File: config.mk
export PLATFORM = sky130hd
export DESIGN_NAME = time_error_handler
export DESIGN_NICKNAME = d
export VERILOG_FILES = /design/src/rtl/time_check_pkg.sv /design/src/rtl/time_error_handler_hold_timer.sv /design/src/rtl/time_error_handler.sv
export SDC_FILE = /design/constraint.sdc
export NUM_CORES = 1
export LEC_CHECK = 0
export CAP_MARGIN = 20
export CORE_MARGIN = 2
export CORE_UTILIZATION = 40
export CTS_CLUSTER_SIZE = 14
export DETAILED_ROUTE_END_ITERATION = 8
export PLACE_DENSITY = 0.65
export SYNTH_ARGS = -nofsm -noshare
export SYNTH_HDL_FRONTEND = slang
export SYNTH_SLANG_ARGS = --single-unit
File: constraint.sdc
create_clock -name Clk -period 1.5 [get_ports Clk]
set_input_delay 0.3 -clock Clk [delete_from_list [all_inputs] [get_ports Clk]]
set_output_delay 0.3 -clock Clk [all_outputs]
set_load 0.02 [all_outputs]
File: src/rtl/time_check_pkg.sv
// time_check_pkg: shared state encoding and defaults for the cycle-timing checker blocks
package time_check_pkg;
    localparam int ERR_CNT_W_DEFAULT = 8;
    typedef enum logic [2:0] {
        S_Idle    = 3'd0,
        S_Hold    = 3'd1,
        S_Release = 3'd2,
        S_WaitLow = 3'd3,
        S_Lock    = 3'd4
    } state_t;
endpackage

File: src/rtl/time_error_handler_hold_timer.sv
// hold_timer: loadable down-counter that stops at zero
module hold_timer #(
    parameter int WIDTH = 3
) (
    input  logic             Clk,
    input  logic             Rst,
    input  logic             load,
    input  logic [WIDTH-1:0] load_val,
    input  logic             dec,
    output logic             zero
);
    logic [WIDTH-1:0] cnt_q, cnt_d;
    // load wins over decrement; decrement saturates at zero
    always_comb begin
        cnt_d = load ? load_val : (dec && cnt_q != '0) ? cnt_q - WIDTH'(1) : cnt_q;
    end
    // count register
    always_ff @(posedge Clk) begin
        cnt_q <= Rst ? '0 : cnt_d;
    end
    assign zero = cnt_q == '0;
endmodule

File: src/rtl/time_error_handler.sv
// time_error_handler: counts verifier errors, holds each one, then pulses ErrorRst or locks out
module time_error_handler
    import time_check_pkg::*;
#(
    parameter int HOLD_CYCLES = 4,
    parameter int CNT_WIDTH   = ERR_CNT_W_DEFAULT,
    parameter int LOCK_THRESH = 3
) (
    input  logic                 Clk,
    input  logic                 Rst,
    input  logic                 Error,
    input  logic                 Ack,
    input  logic                 Clear,
    output logic                 ErrorRst,
    output logic [CNT_WIDTH-1:0] ErrCount,
    output logic                 Lockout,
    output logic                 Busy
);
    localparam int TW = $clog2(HOLD_CYCLES + 1);
    localparam logic [TW-1:0] HOLD_LOAD = TW'(HOLD_CYCLES - 1);
    localparam logic [CNT_WIDTH-1:0] CNT_MAX = '1;
    localparam logic [CNT_WIDTH-1:0] LOCK_VAL = CNT_WIDTH'(LOCK_THRESH);

    state_t               state_q, state_d;
    logic [CNT_WIDTH-1:0] cnt_q, cnt_d;
    logic                 t_load, t_dec, t_zero;

    hold_timer #(.WIDTH(TW)) u_timer (
        .Clk      (Clk),
        .Rst      (Rst),
        .load     (t_load),
        .load_val (HOLD_LOAD),
        .dec      (t_dec),
        .zero     (t_zero)
    );

    // state and error counter registers
    always_ff @(posedge Clk) begin
        if (Rst) begin
            state_q <= S_Idle;
            cnt_q   <= '0;
        end else begin
            state_q <= state_d;
            cnt_q   <= cnt_d;
        end
    end

    // next state, counter update and timer control; an error is counted only when leaving S_Idle
    always_comb begin
        state_d = state_q;
        cnt_d   = Clear ? '0 : cnt_q;
        t_load  = 1'b0;
        t_dec   = 1'b0;
        case (state_q)
            S_Idle: if (Error) begin
                t_load  = 1'b1;
                cnt_d   = Clear ? CNT_WIDTH'(1) : (cnt_q == CNT_MAX) ? cnt_q : cnt_q + CNT_WIDTH'(1);
                state_d = (LOCK_THRESH != 0 && cnt_d >= LOCK_VAL) ? S_Lock : S_Hold;
            end
            S_Hold: begin
                t_dec   = 1'b1;
                state_d = (t_zero || Ack) ? S_Release : S_Hold;
            end
            S_Release: state_d = S_WaitLow;
            S_WaitLow: state_d = Error ? S_WaitLow : S_Idle;
            S_Lock:    state_d = Clear ? S_Release : S_Lock;
            default:   state_d = S_Idle;
        endcase
    end

    assign ErrorRst = state_q == S_Release;
    assign Lockout  = state_q == S_Lock;
    assign Busy     = state_q != S_Idle;
    assign ErrCount = cnt_q;
endmodule
==> results of run 1 <==
-- layout by cell type, fill, tap and decap left out, types with 2 or more instances in the layout --
| master | synthesis | routed |
|---|---|---|
| clkbuf_4 | 0 | 3 |
| nand2_1 | 5 | 4 |
| xnor2_1 | 3 | 3 |
| and3_1 | 2 | 2 |
| nand3b_1 | 2 | 2 |
| nand4_1 | 2 | 2 |
| a21o_1 | 2 | 2 |
| o21ai_0 | 4 | 2 |
| buf_6 | 1 | 6 |
| nor2_2 | 0 | 2 |
| mux2i_1 | 3 | 3 |
| nor2_1 | 14 | 12 |
| buf_4 | 3 | 19 |
| dfxtp_4 | 0 | 3 |
| nand3_1 | 3 | 2 |
| ha_4 | 0 | 2 |
| nand2b_1 | 5 | 5 |
| and3_2 | 2 | 2 |
| a21oi_1 | 5 | 2 |
| dfxtp_2 | 0 | 7 |
| inv_1 | 5 | 5 |
| dfxtp_1 | 14 | 4 |
| nor3_1 | 3 | 3 |
| dlygate4sd2_1 | 0 | 8 |
| a21oi_2 | 0 | 3 |
| a211oi_1 | 4 | 4 |
| clkdlybuf4s50_1 | 0 | 4 |
-- through the flow --
stage               util, %  instance area, um2  hold WS [ps]
floorplan                 -                1000           440
detailed placement     56.1                1260           473
finish                 63.7                1440           521
CTS                    58.0                1310           449
global placement       56.1                1260           451
global route           63.7                1440           545
-- per-layer routing --
metal / GRT usage, % / wire length (um)
met3: 3.39 / 103
met2: 32.1 / 1210
met5: 0 / 0
met4: 7.69 / 52
met1: 23.0 / 1130
-- power breakdown --
group	internal, mW	switching, mW	total, mW
clock	0.103	0.129	0.232
sequential	0.404	0.0240	0.428
combinational	0.231	0.204	0.435
total	0.739	0.357	1.10
-- flip-flops by register name, summed over array words and instances (netlist names) --
register	cells
state_q	3
u_timer.cnt_q	3
ErrCount	8
-- final timing paths --
check | slack [ps] | cells after the start | start | endpoint
worst min register to register | 520 | 2 | u_timer.cnt_q[2] | u_timer.cnt_q[2]
worst min-delay path | 520 | 2 | u_timer.cnt_q[2] | u_timer.cnt_q[2]
worst max register to register | -20 | 7 | ErrCount[1] | state_q[2]
worst max-delay path | -20 | 7 | ErrCount[1] | state_q[2]
-- kinds of logic (layout without fill, tap and decap cells) --
logic type	count (synthesis)	in the layout	share of synthesized area [%]
AND/OR/NAND/NOR	55	55	37.3
AO/OA/AOI/OAI	24	24	16.5
flip-flops	14	14	28.8
buffers and inverters	14	49	7.84
adder cells (fa/ha/maj)	3	3	3.86
XOR/XNOR	3	3	2.70
multiplexers	3	3	3.08
-- critical path: cells and delay by family (launching register included) --
kind / cells / cell delay [ps]
flops: 1 / 360
simple gates: 2 / 320
fa+ha+maj: 1 / 170
compound gates: 2 / 270
mux: 1 / 180
buf+inv: 1 / 120
-- cell type report --
cell class	count	area (um2)
inverter	5	18.8
fill	208	820
tap	28	35.0
sequential	14	300
clock buffer	4	26.3
multi-input combinational	88	713
timing repair buffer	40	342
-- repair_timing --
item	in CTS	in global routing
gates resized for setup	23	30
pin swaps	5	11
buffers inserted	3	3
hold buffers	0	0
endpoints found under the setup margin	20	14
==> impl_metrics.py, run 1 <==
metrics = {
    "placed_design": {
        "place_ws_ps": -283,
        "place_congestion": 0.873,
        "dp_cells": 169,
        "port_buffers": 15,
        "place_hpwl_um": 1680,
    },
    "clock_network": {
        "cts_sinks": 14,
        "worstSkewPairLatency_ps": 290,
        "cts_max_level": 1,
        "clk_pin_slew_ps": 90,
        "numCtsBuffers": 3,
        "tritoncts": "built",
        "clockBufferDepth": 2,
        "cts-root-buf": "clkbuf_4",
    },
    "grt": {
        "grt_pass1_vias": 912,
        "grt_usage_pct": 18.9,
        "antenna_found_initial": 0,
        "grt_max_degree": 10,
        "grt_first_pass_wirelength_um": 3880,
        "gr-total-overflow": 0,
    },
    "routing": {
        "wl_per_cell_um": 13.9,
        "firstDrtPassIters": 4,
        "num_vias": 978,
        "route.detailed.drc": 0,
        "routed_wl_um": 2500,
        "antenna_left": 0,
        "drt_iter0_markers": 17,
        "vias_per_cell": 5.46,
    },
    "logic_synthesis": {
        "yosys.area.top_type": "dfxtp_1",
        "ys_seq_elements": 14,
        "synth_warnings": 0,
        "synth-async-reset-ratio_pct": 0,
        "synthCells": 116,
        "synth-seq-area-share_pct": 28.8,
        "yosys-top-cells-area": "dfxtp_1 29%, nor2_1 5.4%, ha_1 3.9%",
        "ys_types": 46,
        "synth_fp_nets": 124,
        "synth_flop_cell": "dfxtp_1",
        "synth_top_cells_by_count": "14 x dfxtp_1, 14 x nor2_1",
        "syn_area_um2": 973,
        "yosys.area.top_type_share_pct": 28.8,
        "synth_edf_count": 0,
        "syn_area_per_cell_um2": 8.39,
    },
    "cells_and_area": {
        "drive_above_1_share_pct": 45.7,
        "area_delta_synth_final_pct": 47.4,
        "nets": 160,
        "antennaDiodeCount": 0,
        "layout.cells.non_filler": 179,
    },
    "worst_setup_path": {
        "worstSetupEndpointType": "flip-flop",
        "required_ps": 1690,
        "worstPathCellList": "ha_4 > and2_4 > buf_6 > nand3b_1 > mux2i_1 > a311oi_1 > a21o_1",
        "path_max_fanout": 4,
        "crit_path_max_incr_delay_ps": 360,
        "worstPathArrival_ps": 1710,
        "crit_type": "flip-flop to flip-flop",
        "slowest_stage": "dfxtp_4",
        "start_kind": "flip-flop",
    },
    "power": {
        "leakagePower_nw": 0.580,
        "power_mw": 1.10,
        "ir_worst_vdd_mv": 0.655,
        "pwr_density_cell_nw_per_um2": 764,
    },
    "timing": {
        "slew_viol_final": 0,
        "slew_headroom_pct": 74.3,
        "hold_viol": 0,
        "layout_setup_ws_ps": -21.0,
        "fin_crit_sh_pct": 101,
        "period_minus_slack_ps": 1520,
        "finClkSkew_ps": 3.15,
        "rsz0062_at_grt": "true",
        "setup_tns_ps": -50.3,
        "setup_viol": 3,
        "worst_slew_pin_slew_ps": 384,
        "fmax_mhz": 657,
    },
    "die": {
        "start_util_pct": 43.2,
        "die_width_um": 53.3,
        "rows": 17,
        "core_area_um2": 2250,
        "pin_count": 16,
        "dieArea_um2": 2840,
        "die_h_um": 53.3,
    },
    "run_status": {
        "outcome": "finished with violations",
        "failed_checks": "setup timing",
    },
    "worst_hold_path": {
        "hold_class": "flip-flop to flip-flop",
    },
    "job": {
        "drv_cap": 0,
    },
}
No activity file was read; power rests on OpenSTA's default activity.
==> run 2, diff against run 1 <==
Settings changed: CELL_PAD_IN_SITES_DETAIL_PLACEMENT set to 0, CELL_PAD_IN_SITES_GLOBAL_PLACEMENT set to 1, CORE_UTILIZATION 40 to 35, CTS_CLUSTER_SIZE 14 to not set, PLACE_DENSITY 0.65 to not set, PLACE_DENSITY_LB_ADDON set to 0.1.
==> impl_metrics.py, run 2 (synthesis gave the netlist of run 1 again) <==
metrics = {
    "run_status": {
        "outcome": "finished with violations",
        "failed_checks": "setup timing",
    },
    "routing": {
        "route.detailed.drc": 0,
        "firstDrtPassIters": 4,
        "drt_iter0_markers": 21,
        "num_vias": 945,
        "vias_per_cell": 5.14,
        "antenna_left": 0,
        "wl_per_cell_um": 12.9,
        "routed_wl_um": 2380,
    },
    "worst_setup_path": {
        "worstPathCellList": "ha_4 > and2_4 > a31oi_2 > o21ai_2 > or2_2 > a32o_1",
        "slowest_stage": "dfxtp_4",
        "crit_type": "flip-flop to flip-flop",
        "crit_path_max_incr_delay_ps": 360,
        "worstReg2RegStart": "ErrCount[0]",
        "path_max_fanout": 5,
        "worstPathArrival_ps": 1720,
        "required_ps": 1680,
        "r2r_cells": 6,
        "startpoint": "ErrCount[0]",
        "start_kind": "flip-flop",
        "worstSetupEndpointType": "flip-flop",
    },
    "cells_and_area": {
        "multiInputGateArea_um2": 717,
        "regArea_um2": 300,
        "area_delta_synth_final_pct": 49.0,
        "drive_above_1_share_pct": 45.8,
        "fin_util_pct": 54.0,
        "final_cell_mix": "23 x buf_4, 12 x nor2_1, 8 x dlygate4sd2_1",
        "layout.cells.non_filler": 184,
        "mostFrequentLayoutCell": "buf_4",
        "antennaDiodeCount": 0,
        "nets": 162,
        "fillers": 256,
        "largest_reg_flops": 8,
    },
    "placed_design": {
        "port_buffers": 15,
        "place_ws_ps": -282,
        "place_hpwl_um": 1760,
        "dp_cells": 177,
        "place_congestion": 0.778,
    },
    "grt": {
        "grt_usage_pct": 15.3,
        "grt_max_degree": 10,
        "grt_first_pass_wirelength_um": 3880,
        "grt_pass1_vias": 936,
        "gr-total-overflow": 0,
        "antenna_found_initial": 0,
    },
    "power": {
        "p_sw_share_pct": 33.0,
        "power_switching_uw": 361,
        "leakagePower_nw": 0.589,
        "ir_worst_vdd_mv": 0.407,
        "pwr-share-clk_pct": 21.1,
        "power_frac_comb_pct": 40.1,
        "pwr_density_cell_nw_per_um2": 754,
        "power.share.sequential_pct": 38.8,
        "intPower_uw": 732,
    },
    "worst_hold_path": {
        "holdPathStages": 2,
        "worstHoldStart": "u_timer.cnt_q[2]",
        "hold_class": "flip-flop to flip-flop",
    },
    "timing": {
        "slew_headroom_pct": 74.3,
        "layout_setup_ws_ps": -31.8,
        "period_minus_slack_ps": 1530,
        "hold_viol": 0,
        "setup_tns_ps": -31.8,
        "fin_crit_sh_pct": 102,
        "slew_viol_final": 0,
        "setup_viol": 1,
        "finClkSkew_ps": 0.993,
        "worst_slew_pin_slew_ps": 381,
        "fmax_mhz": 653,
        "rsz0062_at_grt": "true",
    },
    "clock_network": {
        "numCtsBuffers": 3,
        "cts-root-buf": "clkbuf_4",
        "tritoncts": "built",
        "worstSkewPairLatency_ps": 280,
        "cts_sinks": 14,
        "cts_max_level": 1,
        "hold_buffers": 0,
        "clk_pin_slew_ps": 90,
        "clockBufferDepth": 2,
    },
    "die": {
        "die_width_um": 56.7,
        "dieArea_um2": 3220,
        "die_h_um": 56.7,
        "pin_count": 16,
        "rows": 19,
        "core_area_um2": 2690,
        "start_util_pct": 36.2,
    },
    "job": {
        "drv_cap": 0,
    },
}
[run 2: changes by cell type in the layout (fill, tap and decap cells not counted), moves of 2 or more]
| cell | change |
|---|---|
| dfxtp_2 | -3 |
| buf_4 | +4 |
| a21oi_2 | -3 |
| dfxtp_1 | +2 |
| a21oi_1 | +3 |
[run 2: what timing repair did]
item | CTS | global route
endpoints found under the setup margin | 20 | 16
hold endpoints to repair | 0 | 0
pin swaps | 2 | 9
setup buffers | 1 | 2
resized for setup | 22 | 28
[run 2: routing by layer]
layer	GRT usage, %	wire, um	up-vias
met5	0	0	-
met4	6.31	12	0
met3	4.61	99	2
met2	27.7	1290	15
met1	16.3	978	440
li1	-	-	488
[run 2: path summary, 6_finish.rpt]
kind                                         end  slack [ps]
worst max-delay path                  state_q[0]         -30
worst min-delay path            u_timer.cnt_q[2]         500
worst max register to register        state_q[0]         -30
worst min register to register  u_timer.cnt_q[2]         500
[run 2: area by class of cell]
cell class / instances / share of cell area (%)
clock inverter: 1 / 0.259
sequential: 14 / 20.7
tap: 31 / 2.67
multi-input combinational: 88 / 49.4
timing repair buffer: 42 / 24.1
inverter: 5 / 1.29
clock buffer: 3 / 1.55
[run 2: metrics by stage]
step | power, mW | hold WS [ps] | area (um2)
CTS | 1.04 | 507 | 1340
floorplan | 0.675 | 440 | 1000
finish | 1.09 | 500 | 1450
global route | 1.17 | 542 | 1450
detailed placement | 0.805 | 493 | 1310
global placement | 0.797 | 493 | 1310
[run 2: worst max-delay path, delay by kind of cell (launching register included)]
family	cells	cell delay (ps)
AO/OA/AOI/OAI	3	470
adder cells (fa/ha/maj)	1	180
flip-flops	1	360
AND/OR/NAND/NOR	2	420
[run 2: power by group through the flow]
stage               Sequential [mW]  Clock (mW)  Combinational (mW)
floorplan                     0.431           0               0.244
global placement              0.426           0               0.370
detailed placement            0.427           0               0.378
CTS                           0.420       0.243               0.378
global route                  0.429       0.258               0.478
finish                        0.424       0.231               0.438
==> run 3, diff against run 2 <==
Clock period 1.5 ns to 1.3 ns, I/O delays scaled along.
==> impl_metrics.py, run 3 (synthesis gave the netlist of run 1 again) <==
metrics = {
    "routing": {
        "route.detailed.drc": 0,
        "drt_iter0_markers": 13,
        "num_vias": 999,
        "firstDrtPassIters": 4,
        "routed_wl_um": 2630,
        "antenna_left": 0,
        "vias_per_cell": 5.15,
        "wl_per_cell_um": 13.5,
    },
    "timing": {
        "setup_viol": 17,
        "fin_crit_sh_pct": 113,
        "finClkSkew_ps": 1.74,
        "setup_tns_ps": -1590,
        "layout_setup_ws_ps": -175,
        "worst_slew_pin_slew_ps": 330,
        "holdWs_ps": 527,
        "period_minus_slack_ps": 1480,
        "slew_headroom_pct": 77.8,
        "slew_viol_final": 0,
        "rsz0062_at_grt": "true",
        "hold_viol": 0,
        "fmax_mhz": 678,
    },
    "clock_network": {
        "hold_buffers": 0,
        "cts_sinks": 14,
        "cts-root-buf": "clkbuf_4",
        "tritoncts": "built",
        "clk_pin_slew_ps": 90,
        "clockBufferDepth": 2,
        "worstSkewPairLatency_ps": 280,
        "cts_max_level": 1,
        "numCtsBuffers": 3,
    },
    "die": {
        "pin_count": 16,
        "rows": 19,
        "core_area_um2": 2690,
        "die_h_um": 56.7,
        "die_width_um": 56.7,
        "start_util_pct": 36.2,
        "dieArea_um2": 3220,
    },
    "placed_design": {
        "place_congestion": 0.813,
        "place_hpwl_um": 1820,
        "port_buffers": 15,
        "place_area_um2": 1380,
        "place_ws_ps": -440,
        "dp_cells": 184,
    },
    "grt": {
        "gr-total-overflow": 0,
        "grt_usage_pct": 17.5,
        "grt_max_degree": 9,
        "grt_pass1_vias": 1005,
        "grt_first_pass_wirelength_um": 4410,
        "antenna_found_initial": 0,
    },
    "job": {
        "drv_cap": 0,
    },
    "worst_setup_path": {
        "worstSetupEndpointType": "flip-flop",
        "path_max_fanout": 5,
        "worstPathCellList": "ha_4 > and2_4 > a31oi_4 > o21ai_2 > or2_4 > a32o_1",
        "start_kind": "flip-flop",
        "required_ps": 1480,
        "worstPathArrival_ps": 1660,
        "slowest_stage": "dfxtp_4",
        "crit_type": "flip-flop to flip-flop",
        "crit_path_max_incr_delay_ps": 360,
    },
    "cells_and_area": {
        "final_cell_mix": "28 x buf_4, 12 x buf_6, 9 x nor2_1",
        "mostFrequentLayoutCell": "buf_4",
        "design_area_um2": 1640,
        "nets": 172,
        "layout.cells.non_filler": 194,
        "fillers": 222,
        "area_delta_synth_final_pct": 68.8,
        "fin_util_pct": 61.2,
        "antennaDiodeCount": 0,
        "largest_reg_flops": 8,
        "drive_above_1_share_pct": 62.0,
    },
    "power": {
        "power_mw": 1.39,
        "pwr_density_cell_nw_per_um2": 848,
        "leakagePower_nw": 0.640,
        "ir_worst_vdd_mv": 0.648,
    },
    "worst_hold_path": {
        "hold_class": "flip-flop to flip-flop",
    },
    "run_status": {
        "outcome": "finished with violations",
        "failed_checks": "setup timing",
    },
}
-- run 3: area by class of cell --
class / instances / area (um2) / share of cell area (%)
Multi-Input combinational cell: 88 / 807 / 49.1
Timing Repair Buffer: 52 / 439 / 26.7
Sequential cell: 14 / 313 / 19.0
Tap cell: 31 / 38.8 / 2.36
Clock buffer: 3 / 22.5 / 1.37
Inverter: 5 / 18.8 / 1.14
Clock inverter: 1 / 3.75 / 0.228
-- run 3: final timing paths --
kind / startpoint / to / cells after the start / slack [ps]
worst max-delay path: ErrCount[0] / state_q[0] / 6 / -180
worst min-delay path: u_timer.cnt_q[2] / u_timer.cnt_q[2] / 2 / 530
worst max register to register: ErrCount[0] / state_q[0] / 6 / -180
worst min register to register: u_timer.cnt_q[2] / u_timer.cnt_q[2] / 2 / 530
-- run 3: per-layer routing --
| metal | GRT usage [%] | wire length, um | up-vias |
|---|---|---|---|
| met3 | 3.00 | 100 | 4 |
| li1 | - | - | 509 |
| met4 | 7.64 | 34 | 0 |
| met5 | 0 | 0 | - |
| met1 | 19.3 | 1070 | 468 |
| met2 | 32.4 | 1430 | 18 |
-- run 3: what timing repair did --
| action | in CTS | in global routing |
|---|---|---|
| pin swaps | 21 | 13 |
| buffers inserted | 5 | 1 |
| setup endpoints to repair | 25 | 21 |
| resized for setup | 62 | 29 |
| cloned | 0 | 0 |
-- run 3: where the power goes --
group          total (mW)  internal, mW  switching (mW)
sequential          0.497         0.462          0.0348
clock               0.266         0.112           0.154
combinational       0.631         0.351           0.280
total                1.39         0.925           0.469
-- run 3: critical path: cells and delay by family (launching register included) --
kind / cells / cell delay [ps]
AO/OA/AOI/OAI: 3 / 440
AND/OR/NAND/NOR: 2 / 400
flip-flops: 1 / 360
adder cells (fa/ha/maj): 1 / 170
